$ cat config.mk
export PLATFORM = sky130hd
export DESIGN_NAME = spi_joystick_responder
export DESIGN_NICKNAME = d
export VERILOG_FILES = /design/src/rtl/spi_pkg.sv /design/src/rtl/spi_sync_edge.sv /design/src/rtl/spi_joystick_responder.sv
export SDC_FILE = /design/constraint.sdc
export NUM_CORES = 1
export LEC_CHECK = 0
export ABC_AREA = 1
export ABC_CLOCK_PERIOD_IN_PS = 2350
export CORE_UTILIZATION = 33
export CTS_CLUSTER_DIAMETER = 100
export CTS_CLUSTER_SIZE = 16
export DETAILED_ROUTE_END_ITERATION = 12
export GPL_TIMING_DRIVEN = 0
export PLACE_DENSITY = 0.52
export SLEW_MARGIN = 30
export SYNTH_ARGS = -nofsm -noshare
export SYNTH_HDL_FRONTEND = slang
export SYNTH_SLANG_ARGS = --single-unit
$ cat constraint.sdc
create_clock -name clk50M -period 2.35 [get_ports clk50M]
set_clock_uncertainty 0.2 [all_clocks]
set_input_delay 0.5875 -clock clk50M [delete_from_list [all_inputs] [get_ports clk50M]]
set_output_delay 0.5875 -clock clk50M [all_outputs]
set_load 0.02 [all_outputs]
$ cat src/rtl/spi_pkg.sv
`default_nettype none
// ============================================================================
// Module  : spi_pkg
// Brief   : Shared defaults and FSM encoding for the SPI joystick responder.
// Revision: 1.0 - initial release
// ============================================================================
package spi_pkg;

    localparam int c_frame_bits  = 40;
    localparam int c_sync_stages = 2;

    typedef enum logic [1:0] {
        ST_IDLE  = 2'd0,
        ST_SHIFT = 2'd1,
        ST_DONE  = 2'd2
    } spi_state_t;

endpackage
`default_nettype wire

$ cat src/rtl/spi_sync_edge.sv
`default_nettype none
// ============================================================================
// Module  : spi_sync_edge
// Brief   : Multi-stage input synchronizer with registered rise/fall detect.
// Revision: 1.0 - initial release
// ============================================================================
module spi_sync_edge #(
    parameter int SYNC_STAGES = 2
) (
    input  logic clk,
    input  logic rst_n,
    input  logic i_rst_val,
    input  logic i_async,
    output logic o_sync,
    output logic o_rise,
    output logic o_fall
);

    logic [SYNC_STAGES-1:0] r_sync;
    logic                   r_prev;

    always_ff @(posedge clk or negedge rst_n) begin
        if (!rst_n) begin
            r_sync <= {SYNC_STAGES{i_rst_val}};
            r_prev <= i_rst_val;
        end else begin
            r_sync <= {r_sync[SYNC_STAGES-2:0], i_async};
            r_prev <= r_sync[SYNC_STAGES-1];
        end
    end

    assign o_sync = r_sync[SYNC_STAGES-1];
    assign o_rise =  r_sync[SYNC_STAGES-1] & ~r_prev;
    assign o_fall = ~r_sync[SYNC_STAGES-1] &  r_prev;

endmodule
`default_nettype wire

$ cat src/rtl/spi_joystick_responder.sv
`default_nettype none
// ============================================================================
// Module  : spi_joystick_responder
// Brief   : Oversampled SPI mode-0 slave emulating the joystick end of a link.
// Revision: 1.0 - initial release
// ============================================================================
module spi_joystick_responder
    import spi_pkg::*;
#(
    parameter int FRAME_BITS  = c_frame_bits,
    parameter int SYNC_STAGES = c_sync_stages
) (
    input  logic                  clk50M,
    input  logic                  rst_n,
    input  logic                  cs,
    input  logic                  sck,
    input  logic                  mosi,
    output logic                  miso,
    output logic                  miso_oe,
    input  logic [FRAME_BITS-1:0] tx_bytes,
    output logic [FRAME_BITS-1:0] rx_bytes,
    output logic                  rx_valid,
    output logic                  frame_err,
    output logic                  busy
);

    localparam int                 c_cnt_w = $clog2(FRAME_BITS + 1);
    localparam logic [c_cnt_w-1:0] c_full  = c_cnt_w'(FRAME_BITS);

    logic w_cs_sync, w_cs_rise, w_cs_fall;
    logic w_sck_sync, w_sck_rise, w_sck_fall;
    logic w_mosi_sync, w_mosi_rise, w_mosi_fall;
    logic w_unused;

    spi_sync_edge #(.SYNC_STAGES(SYNC_STAGES)) u_cs_sync (
        .clk(clk50M), .rst_n(rst_n), .i_rst_val(1'b1), .i_async(cs),
        .o_sync(w_cs_sync), .o_rise(w_cs_rise), .o_fall(w_cs_fall)
    );

    spi_sync_edge #(.SYNC_STAGES(SYNC_STAGES)) u_sck_sync (
        .clk(clk50M), .rst_n(rst_n), .i_rst_val(1'b0), .i_async(sck),
        .o_sync(w_sck_sync), .o_rise(w_sck_rise), .o_fall(w_sck_fall)
    );

    spi_sync_edge #(.SYNC_STAGES(SYNC_STAGES)) u_mosi_sync (
        .clk(clk50M), .rst_n(rst_n), .i_rst_val(1'b0), .i_async(mosi),
        .o_sync(w_mosi_sync), .o_rise(w_mosi_rise), .o_fall(w_mosi_fall)
    );

    spi_state_t          r_state;
    logic [c_cnt_w-1:0]  r_bit_cnt;
    logic [FRAME_BITS-1:0] r_tx_shift;
    logic [FRAME_BITS-1:0] r_rx_shift;
    logic [FRAME_BITS-1:0] r_rx_bytes;
    logic                r_miso, r_miso_oe, r_rx_valid, r_frame_err, r_busy;
    logic                r_fall_pend;

    // The MSB of the tx shifter is already on r_miso when loaded, so it is never read back.
    assign w_unused = ^{w_cs_sync, w_sck_sync, w_mosi_rise, w_mosi_fall,
                        r_tx_shift[FRAME_BITS-1]};

    always_ff @(posedge clk50M or negedge rst_n) begin
        if (!rst_n) begin
            r_state     <= ST_IDLE;
            r_bit_cnt   <= '0;
            r_tx_shift  <= '0;
            r_rx_shift  <= '0;
            r_rx_bytes  <= '0;
            r_miso      <= 1'b0;
            r_miso_oe   <= 1'b0;
            r_rx_valid  <= 1'b0;
            r_frame_err <= 1'b0;
            r_busy      <= 1'b0;
            r_fall_pend <= 1'b0;
        end else begin
            r_rx_valid  <= 1'b0;
            r_frame_err <= 1'b0;
            case (r_state)
                ST_IDLE: begin
                    r_fall_pend <= 1'b0;
                    if (w_cs_fall || r_fall_pend) begin
                        r_tx_shift <= tx_bytes;
                        r_miso     <= tx_bytes[FRAME_BITS-1];
                        r_miso_oe  <= 1'b1;
                        r_busy     <= 1'b1;
                        r_bit_cnt  <= '0;
                        r_state    <= ST_SHIFT;
                    end
                end
                ST_SHIFT: begin
                    // cs rise takes priority over any coincident sck edge.
                    if (w_cs_rise) begin
                        r_state <= ST_DONE;
                    end else if (w_sck_rise) begin
                        if (r_bit_cnt != c_full) begin
                            r_rx_shift <= {r_rx_shift[FRAME_BITS-2:0], w_mosi_sync};
                            r_bit_cnt  <= r_bit_cnt + 1'b1;
                        end
                    end else if (w_sck_fall) begin
                        r_tx_shift <= {r_tx_shift[FRAME_BITS-2:0], 1'b0};
                        r_miso     <= r_tx_shift[FRAME_BITS-2];
                    end
                end
                ST_DONE: begin
                    r_busy    <= 1'b0;
                    r_miso_oe <= 1'b0;
                    r_miso    <= 1'b0;
                    if (r_bit_cnt == c_full) begin
                        r_rx_bytes <= r_rx_shift;
                        r_rx_valid <= 1'b1;
                    end else begin
                        r_frame_err <= 1'b1;
                    end
                    // A new frame starting here would otherwise be lost before IDLE sees it.
                    if (w_cs_fall) begin
                        r_fall_pend <= 1'b1;
                    end
                    r_state <= ST_IDLE;
                end
                default: begin
                    r_state <= ST_IDLE;
                end
            endcase
        end
    end

    assign miso      = r_miso;
    assign miso_oe   = r_miso_oe;
    assign rx_bytes  = r_rx_bytes;
    assign rx_valid  = r_rx_valid;
    assign frame_err = r_frame_err;
    assign busy      = r_busy;

endmodule
`default_nettype wire

==> impl_metrics.env, run 1 <==
export IMPL_drcViolationCount=0
export IMPL_synth_fp_nets=772
export IMPL_timing_final_max_slew_violations=0
export IMPL_period_share_pct=96.5
export IMPL_drtIter0Drc=235
export IMPL_rsz0062_at_grt="false"
export IMPL_io_pins=90
export IMPL_drt_wl_total_um=14000
export IMPL_rows=48
export IMPL_cap_violations=0
export IMPL_required_ns=1.56
export IMPL_status="completed"
export IMPL_ys_types=25
export IMPL_vias_per_cell=4.55
export IMPL_ir_drop_mv=0.532
export IMPL_setup_violations=0
export IMPL_fin_crit_ns=2.27
export IMPL_netlist_area_um2=6000
export IMPL_synth_seq_cells=140
export IMPL_hold_class="flop to flop"
export IMPL_post_place_cells=1035
export IMPL_max_slew_margin_rel_pct=66.7
export IMPL_crit_path_start_kind="flop"
export IMPL_layout_cells_most_common_list="nand2_1, dfrtp_1, clkdlybuf4s50_1, o21ai_0, inv_1"
export IMPL_grt_pass1_wl_um=23300
export IMPL_arrival_ns=1.48
export IMPL_vias=4864
export IMPL_setup_tns_ns=0
export IMPL_critPathMaxFanout=3
export IMPL_drive_gt1_share_pct=7.83
export IMPL_cts_buffers=17
export IMPL_grt_antenna_before_repair=0
export IMPL_area_growth_syn_to_layout_pct=30.0
export IMPL_layout_commonest_cell="nand2_1"
export IMPL_grt_pass1_vias=4870
export IMPL_cts_tree="done"
export IMPL_nNetsFinal=882
export IMPL_final_cells=1068
export IMPL_dieWidth_um=137
export IMPL_power_per_cell_area_nw_per_um2=1070
export IMPL_layout_setup_ws_ns=0.0820
export IMPL_worst_pin_slew_ns=0.500
export IMPL_end_kind="output pin"
export IMPL_avgSynthCellArea_um2=8.34
export IMPL_gr_total_overflow=0
export IMPL_antenna_left=0
export IMPL_io_buffers=89
export IMPL_cts_sinks=140
export IMPL_h_tree_depth=4
export IMPL_routabilityCongestion=0.833
export IMPL_total_power_uw=8350
export IMPL_wl_per_cell_um=13.1
export IMPL_netlist_instances=720
export IMPL_ys_seq_area_share_pct=58.4
export IMPL_initial_core_util_pct=34.2
export IMPL_hold_violations=0
export IMPL_diodes=0
export IMPL_crit_type="flop to output pin"
export IMPL_clk_pin_slew_ns=0.06
export IMPL_grt_max_degree=88
export IMPL_fmax_mhz=441
export IMPL_cts_setup_buffers=0
export IMPL_clockBufferDepth=2
export IMPL_clock_latency_ns=0.41
export IMPL_hpwlAfterDp_um=9540
export IMPL_die_area_um2=18700
export IMPL_power_leakage_uw=0.00373
export IMPL_drtPass1Iterations=5
export IMPL_ys_warn_count=0
export IMPL_cts_root_buffer="clkbuf_16"
export IMPL_dpl_worst_slack_ns=0.231
export IMPL_grtUsageTotal_pct=16.1
export IMPL_die_y_um=137
export IMPL_core_area_um2=17500
[registers in the layout, summed over array words and instances (netlist names), 2 cells and up]
name and flops:
rx_bytes 40, u_sck_sync.r_sync 2, r_rx_shift 40, r_tx_shift 39, u_mosi_sync.r_sync 2, r_bit_cnt 6, r_state 2, u_cs_sync.r_sync 2
[cell type report]
type | count | area (µm²)
fill | 1689 | 9730
sequential | 140 | 3510
multi-input combinational | 479 | 2070
timing repair buffer | 91 | 933
clock buffer | 20 | 437
tap | 225 | 282
inverter | 63 | 236
buffer | 38 | 190
clock inverter | 12 | 146
[where the power goes]
group	total, µW	leakage (µW)	switching [µW]	internal (µW)
Sequential	3090	0.00186	229	2860
Clock	2670	0.000280	1010	1660
Combinational	2590	0.00159	1690	908
Total	8350	0.00373	2920	5430
[logic make-up (layout without fill, tap and decap cells)]
family,Yosys count,in the layout,share of synthesized area (%)
simple gates,381,381,25.3
flops,140,140,58.4
buf+inv,101,224,7.08
compound gates,90,90,7.65
fa+ha+maj,7,7,1.46
xor+xnor,1,1,0.146
[cell usage after synthesis]
cell type | number | area share, %
nand2_2 | 2 | 0.21
inv_2 | 2 | 0.13
nor3_2 | 1 | 0.17
o21ai_0 | 75 | 6.3
nor2_2 | 2 | 0.21
nor2_4 | 1 | 0.19
inv_1 | 61 | 3.8
dfrtp_1 | 137 | 57
buf_6 | 2 | 0.38
a21oi_1 | 1 | 0.083
dfstp_2 | 3 | 1.3
o21ai_2 | 2 | 0.29
nand3_1 | 44 | 3.7
o22ai_1 | 1 | 0.10
clkbuf_1 | 17 | 1.1
nand2_1 | 316 | 20
nand3b_1 | 1 | 0.13
nand4_1 | 1 | 0.10
nor3_1 | 1 | 0.083
buf_2 | 16 | 1.3
ha_1 | 7 | 1.5
xnor2_1 | 1 | 0.15
nor2_1 | 12 | 0.75
buf_4 | 3 | 0.38
o21ai_1 | 11 | 0.92
[per-stage QoR]
| step | util (%) | instance area, µm² | hold slack (ns) |
|---|---|---|---|
| 6_report | 44.5 | 7800 | 0.149 |
| 5_1_grt | 44.5 | 7800 | 0.167 |
| 4_1_cts | 44.5 | 7800 | 0.152 |
| 3_5_place_dp | 41.1 | 7210 | 0.139 |
| 3_3_place_gp | 40.9 | 7180 | 0.135 |
| 2_1_floorplan | - | 6000 | 0.0919 |
[worst paths after layout]
| path | from | endpoint | cells past startpoint | slack [ns] |
|---|---|---|---|---|
| min in group asynchronous | rst_n | miso | 2 | 0.47 |
| max | busy | miso_oe | 2 | 0.08 |
| min | u_mosi_sync.r_sync[0] | u_mosi_sync.r_sync[1] | 0 | 0.15 |
| max reg2reg | r_state[1] | r_rx_shift[3] | 8 | 0.24 |
| min reg2reg | u_mosi_sync.r_sync[0] | u_mosi_sync.r_sync[1] | 0 | 0.15 |
| max in group asynchronous | rst_n | u_mosi_sync.r_sync[1] | 3 | 0.71 |
[what timing repair did]
action                                  in CTS  in global routing
hold endpoints to repair                    53                  0
hold buffers                                 1                  0
gates resized for setup                      0                  2
endpoints found under the setup margin       0                  1
[critical path: stages (launching register included)]
cell and delay, ns:
dfrtp_1 0.37, buf_4 0.11, clkdlybuf4s50_1 0.58
[layer usage]
layer,vias up,GRT usage (%),wire [µm]
met5,-,0,0
met4,0,7.63,304
met1,2286,20.5,6500
met2,113,25.6,6460
met3,19,4.26,729
li1,2446,-,-
Power figures use the tool's default switching activity.
==> run 2, diff against run 1 <==
--- a/config.mk
+++ b/config.mk
@@ -7,12 +7,15 @@
 export LEC_CHECK = 0
 export ABC_AREA = 1
 export ABC_CLOCK_PERIOD_IN_PS = 2350
+export CELL_PAD_IN_SITES_DETAIL_PLACEMENT = 0
+export CELL_PAD_IN_SITES_GLOBAL_PLACEMENT = 2
 export CORE_UTILIZATION = 33
 export CTS_CLUSTER_DIAMETER = 100
 export CTS_CLUSTER_SIZE = 16
 export DETAILED_ROUTE_END_ITERATION = 12
+export DONT_BUFFER_PORTS = 1
 export GPL_TIMING_DRIVEN = 0
-export PLACE_DENSITY = 0.52
+export PLACE_DENSITY = 0.7
 export SLEW_MARGIN = 30
 export SYNTH_ARGS = -nofsm -noshare
 export SYNTH_HDL_FRONTEND = slang
==> run 2 against run 1 <==
  * The flow now finishes with violations (hold timing)
  * Core utilization is 4.9 points lower
  * Register-to-register slack hardly changed
  * Clock-buffer cell count stayed put
  * Critical path type is now flop to flop
  * Clock power is 4% higher
  * Sequential cell count stayed put
==> impl_metrics.env, run 2 (synthesis results as in run 1) <==
export IMPL_power_frac_seq_pct=37.4
export IMPL_drcViolationCount=0
export IMPL_post_route_util_pct=39.6
export IMPL_fin_hold_ws_ns=-0.329
export IMPL_rsz0062_at_grt="false"
export IMPL_diodes=0
export IMPL_gr_total_overflow=0
export IMPL_rows=48
export IMPL_clockBufferDepth=2
export IMPL_p_int_uw=5370
export IMPL_cts_root_buffer="clkbuf_16"
export IMPL_area_growth_syn_to_layout_pct=15.6
export IMPL_hold_violations=140
export IMPL_drtIter0Drc=224
export IMPL_fmax_mhz=471
export IMPL_critPathMaxFanout=10
export IMPL_end_kind="flop"
export IMPL_p_sw_share_pct=35.6
export IMPL_setup_violations=0
export IMPL_crit_top_cell="buf_2"
export IMPL_clockPowerShare_pct=33.3
export IMPL_cts_buffers=17
export IMPL_hpwlAfterDp_um=9260
export IMPL_grt_max_degree=141
export IMPL_core_area_um2=17500
export IMPL_critPathLaunch="r_state[1]"
export IMPL_wl_per_cell_um=14.2
export IMPL_io_buffers=0
export IMPL_drive_gt1_share_pct=8.87
export IMPL_clk_pin_slew_ns=0.06
export IMPL_nNetsFinal=794
export IMPL_drt_wl_total_um=13900
export IMPL_max_slew_margin_rel_pct=67.5
export IMPL_initial_core_util_pct=34.2
export IMPL_die_y_um=137
export IMPL_p_comb_share_pct=29.3
export IMPL_vias_per_cell=4.58
export IMPL_cts_sinks=140
export IMPL_timing_final_max_slew_violations=0
export IMPL_arrival_ns=2.20
export IMPL_dieWidth_um=137
export IMPL_violations="hold timing"
export IMPL_layout_commonest_cell="nand2_1"
export IMPL_required_ns=2.43
export IMPL_cts_tree="done"
export IMPL_die_area_um2=18700
export IMPL_cap_violations=0
export IMPL_ir_drop_mv=0.698
export IMPL_grt_pass1_wl_um=22900
export IMPL_power_leakage_uw=0.00342
export IMPL_hold_class="input port to asynchronous set/reset pin"
export IMPL_grtUsageTotal_pct=16.1
export IMPL_drtPass1Iterations=4
export IMPL_layout_cells_most_common_list="nand2_1, dfrtp_1, o21ai_0, inv_1, nand3_1"
export IMPL_grt_antenna_before_repair=0
export IMPL_routabilityCongestion=0.776
export IMPL_path_cells="inv_1 -> ha_1 -> buf_2 -> inv_2 -> nor3_4 -> o21ai_4 -> buf_2 -> nand2_1 -> o21ai_0"
export IMPL_gr_usage_met1_pct=21.8
export IMPL_h_tree_depth=4
export IMPL_p_switching_uw=2960
export IMPL_setup_tns_ns=0
export IMPL_vias=4488
export IMPL_antenna_left=0
export IMPL_fin_crit_ns=2.12
export IMPL_worst_pin_slew_ns=0.487
export IMPL_crit_path_start_kind="flop"
export IMPL_period_share_pct=90.3
export IMPL_grt_util_met2_pct=24.7
export IMPL_io_pins=90
export IMPL_clock_latency_ns=0.42
export IMPL_power_per_cell_area_nw_per_um2=1200
export IMPL_status="finished, violations left"
export IMPL_busiest_layer="met2"
export IMPL_crit_type="flop to flop"
export IMPL_ctsHoldBuffers=3
export IMPL_cp_slowest_cell="dfrtp_1"
export IMPL_grt_pass1_vias=4475
export IMPL_met3_usage_pct=5.37
export IMPL_r2r_start="r_state[1]"
export IMPL_critPathMaxStageDelay_ns=0.42
[run 2: changes by cell type in the layout (fill, tap and decap cells not counted), sizes merged]
cell / previous run / this run
clkinvlp: 3 / 2
clkinv: 5 / 4
clkdlybuf4s50: 88 / 0
dlygate4sd3: 1 / 3
buf: 23 / 21
inv: 64 / 66
[run 2: final timing paths]
| kind | cells past startpoint | slack (ns) | to |
|---|---|---|---|
| max | 9 | 0.23 | r_rx_shift[9] |
| min | 0 | -0.33 | busy |
| max reg2reg | 9 | 0.23 | r_rx_shift[9] |
| min reg2reg | 0 | 0.15 | u_sck_sync.r_sync[1] |
| max in group asynchronous | 0 | 1.95 | rx_bytes[8] |
| min in group clk50M | 0 | 0.15 | u_sck_sync.r_sync[1] |
[run 2: through the flow]
step                      hold WS (ns)  area [µm²]  cells  total power (µW)  setup WS [ns]
after floorplan                 0.0919        6000    720              4970          0.568
after global placement          0.0975        6290    945              5600          0.174
after detailed placement        0.0980        6290    945              5630         0.0861
after CTS                       -0.353        6930    980              8470         0.0635
after global routing            -0.358        6940    980              8980         0.0208
final                           -0.329        6940    980              8330          0.228
[run 2: metal layers]
metal  vias to the layer above  share of wire [%]
met4                         0               0.91
met1                      2112                 47
met5                         -                  0
met3                        14                5.9
li1                       2276                  -
met2                        86                 46
[run 2: final cells by class]
type,count,area (µm²)
clock buffer,20,447
sequential,140,3510
clock inverter,12,163
fill,1838,10600
timing repair buffer,3,30.0
buffer,38,191
multi-input combinational,479,2090
tap,225,282
inverter,63,236
[run 2: power groups by stage]
| stage | combinational [µW] | sequential, µW | clock, µW |
|---|---|---|---|
| final | 2440 | 3120 | 2770 |
| after detailed placement | 2470 | 3160 | 0 |
| after CTS | 2480 | 3120 | 2860 |
| after global placement | 2450 | 3150 | 0 |
| after global routing | 2830 | 3180 | 2960 |
| after floorplan | 1860 | 3100 | 0 |
[run 2: worst max-delay path: cells and delay by family (launching register included)]
kind | cells | cell delay, ns
adders and majority gates | 1 | 0.15
and+or+nand+nor | 2 | 0.32
AOI/OAI and AO/OA | 2 | 0.23
buffers and inverters | 4 | 0.67
DFF | 1 | 0.42
[run 2: what timing repair did]
| item | CTS | global route |
|---|---|---|
| hold endpoints to repair | 143 | 140 |
| endpoints found under the setup margin | 0 | 31 |
| gates resized for setup | 0 | 7 |
| buffers inserted | 0 | 0 |
==> run 3, diff against run 2 <==
--- a/config.mk
+++ b/config.mk
@@ -10,12 +10,14 @@
 export CELL_PAD_IN_SITES_DETAIL_PLACEMENT = 0
 export CELL_PAD_IN_SITES_GLOBAL_PLACEMENT = 2
 export CORE_UTILIZATION = 33
+export CTS_BUF_LIST = sky130_fd_sc_hd__clkbuf_4
 export CTS_CLUSTER_DIAMETER = 100
 export CTS_CLUSTER_SIZE = 16
 export DETAILED_ROUTE_END_ITERATION = 12
 export DONT_BUFFER_PORTS = 1
 export GPL_TIMING_DRIVEN = 0
 export PLACE_DENSITY = 0.7
+export RECOVER_POWER = 25
 export SLEW_MARGIN = 30
 export SYNTH_ARGS = -nofsm -noshare
 export SYNTH_HDL_FRONTEND = slang
==> run 3 against run 2 <==
  * The run still ends with hold timing left
  * Worst hold slack worse by 0.13 ns
  * Combinational power about the same
  * Cell count up 0.10%
  * Clock-buffer cell count down 1
  * Die area unchanged
  * Core utilization down 1.7 points
  * Register-to-register slack worse by 0.02 ns
  * First-iteration DRC count up 10%
  * Maximum frequency down 1.1%
  * Design area down 4.3%
  * Critical path type unchanged
  * Highest routed layer unchanged
==> impl_metrics.env, run 3 (synthesis results as in run 1) <==
export IMPL_hpwlAfterDp_um=9260
export IMPL_wl_per_cell_um=14.2
export IMPL_n_fill_cell=1858
export IMPL_die_area_um2=18700
export IMPL_vias_per_cell=4.60
export IMPL_grt_pass1_vias=4450
export IMPL_crit_type="flop to flop"
export IMPL_final_cells=981
export IMPL_post_place_cells=945
export IMPL_drtIter0Drc=247
export IMPL_worst_pin_slew_ns=0.483
export IMPL_status="finished, violations left"
export IMPL_clock_latency_ns=0.54
export IMPL_nNetsFinal=794
export IMPL_violations="hold timing"
export IMPL_cts_sinks=140
export IMPL_fin_crit_ns=2.15
export IMPL_antenna_left=0
export IMPL_io_pins=90
export IMPL_grt_pass1_wl_um=22800
export IMPL_drt_wl_total_um=13900
export IMPL_grtUsageTotal_pct=16.1
export IMPL_hold_class="input port to asynchronous set/reset pin"
export IMPL_area_growth_syn_to_layout_pct=10.7
export IMPL_hold_violations=140
export IMPL_io_buffers=0
export IMPL_ir_drop_mv=0.481
export IMPL_rr_endpoint="r_rx_shift[31]"
export IMPL_vias=4509
export IMPL_drtPass1Iterations=4
export IMPL_drive_gt1_share_pct=9.01
export IMPL_grt_antenna_before_repair=1
export IMPL_layout_setup_ws_ns=0.205
export IMPL_dpl_worst_slack_ns=0.0861
export IMPL_cap_violations=0
export IMPL_arrival_ns=2.39
export IMPL_max_slew_margin_rel_pct=67.8
export IMPL_end_kind="flop"
export IMPL_h_tree_depth=4
export IMPL_cts_tree="done"
export IMPL_setup_violations=0
export IMPL_layout_cells_most_common_list="nand2_1, dfrtp_1, o21ai_0, inv_1, nand3_1"
export IMPL_crit_path_start_kind="flop"
export IMPL_r2r_start="r_state[1]"
export IMPL_initial_core_util_pct=34.2
export IMPL_cts_buffers=17
export IMPL_fin_hold_ws_ns=-0.456
export IMPL_power_leakage_uw=0.00329
export IMPL_routabilityCongestion=0.776
export IMPL_ctsHoldBuffers=3
export IMPL_drcViolationCount=0
export IMPL_r2r_setup_slack_ns=0.20
export IMPL_cts_root_buffer="clkbuf_4"
export IMPL_clk_pin_slew_ns=0.13
export IMPL_critPathMaxFanout=10
export IMPL_core_area_um2=17500
export IMPL_grt_max_degree=141
export IMPL_power_per_cell_area_nw_per_um2=1090
export IMPL_die_y_um=137
export IMPL_clockBufferDepth=2
export IMPL_cts_setup_buffers=0
export IMPL_gr_total_overflow=0
export IMPL_period_share_pct=91.3
export IMPL_timing_final_max_slew_violations=0
export IMPL_fmax_mhz=466
export IMPL_rsz0062_at_grt="false"
export IMPL_required_ns=2.59
export IMPL_reg2reg_depth=8
export IMPL_dieWidth_um=137
export IMPL_setup_tns_ns=0
export IMPL_rows=48
export IMPL_layout_commonest_cell="nand2_1"
run 3: what timing repair did:
item	CTS	global route
endpoints found under the hold margin	143	140
resized for setup	0	7
setup endpoints to repair	0	29
run 3: final cells by class:
| class | instances | area, µm² | share of cell area, % |
|---|---|---|---|
| Antenna cell | 1 | 2.50 | 0.0377 |
| Buffer | 38 | 191 | 2.88 |
| Clock buffer | 19 | 143 | 2.15 |
| Clock inverter | 13 | 166 | 2.50 |
| Inverter | 63 | 236 | 3.56 |
| Multi-Input combinational cell | 479 | 2090 | 31.4 |
| Sequential cell | 140 | 3510 | 52.8 |
| Tap cell | 225 | 282 | 4.24 |
| Timing Repair Buffer | 3 | 30.0 | 0.452 |
run 3: how the worst max path moves through the flow:
stage          slack (ns)              to  depth (start not counted)  startpoint
3_5_place_dp         0.09   r_rx_shift[0]                          8  r_state[1]
4_1_cts              0.06   r_rx_shift[0]                          8  r_state[1]
2_1_floorplan        0.57  r_tx_shift[28]                         11  r_state[1]
6_report             0.20  r_rx_shift[31]                          8  r_state[1]
3_3_place_gp         0.17  r_rx_shift[39]                          8  r_state[1]
5_1_grt              0.02  r_tx_shift[37]                          9  r_state[1]
run 3: per-stage QoR:
step	area [µm²]	total power, µW	utilization [%]
finish	6650	7260	37.9
global route	6650	7880	37.9
CTS	6630	7380	37.8
detailed placement	6290	5630	35.8
global placement	6290	5600	35.8
floorplan	6000	4970	-
run 3: per-layer routing:
| layer | routed length [µm] | up-vias | track usage [%] |
|---|---|---|---|
| met5 | 0 | - | 0 |
| met4 | 102 | 0 | 4.58 |
| met2 | 6260 | 102 | 24.5 |
| li1 | - | 2281 | - |
| met3 | 882 | 7 | 5.48 |
| met1 | 6660 | 2119 | 21.6 |
run 3: where the power goes:
part           internal [µW]  total [µW]  switching, µW
registers               2850        3110            262
logic                    798        2440           1640
clock network            771        1700            931
total                   4420        7260           2840
run 3: critical path, stage by stage (launching register included):
cell and delay, ns:
dfrtp_1 0.44, inv_1 0.12, ha_1 0.15, buf_2 0.20, inv_2 0.14, nor3_4 0.25, o21ai_4 0.14, clkbuf_2 0.21
o21ai_0 0.21
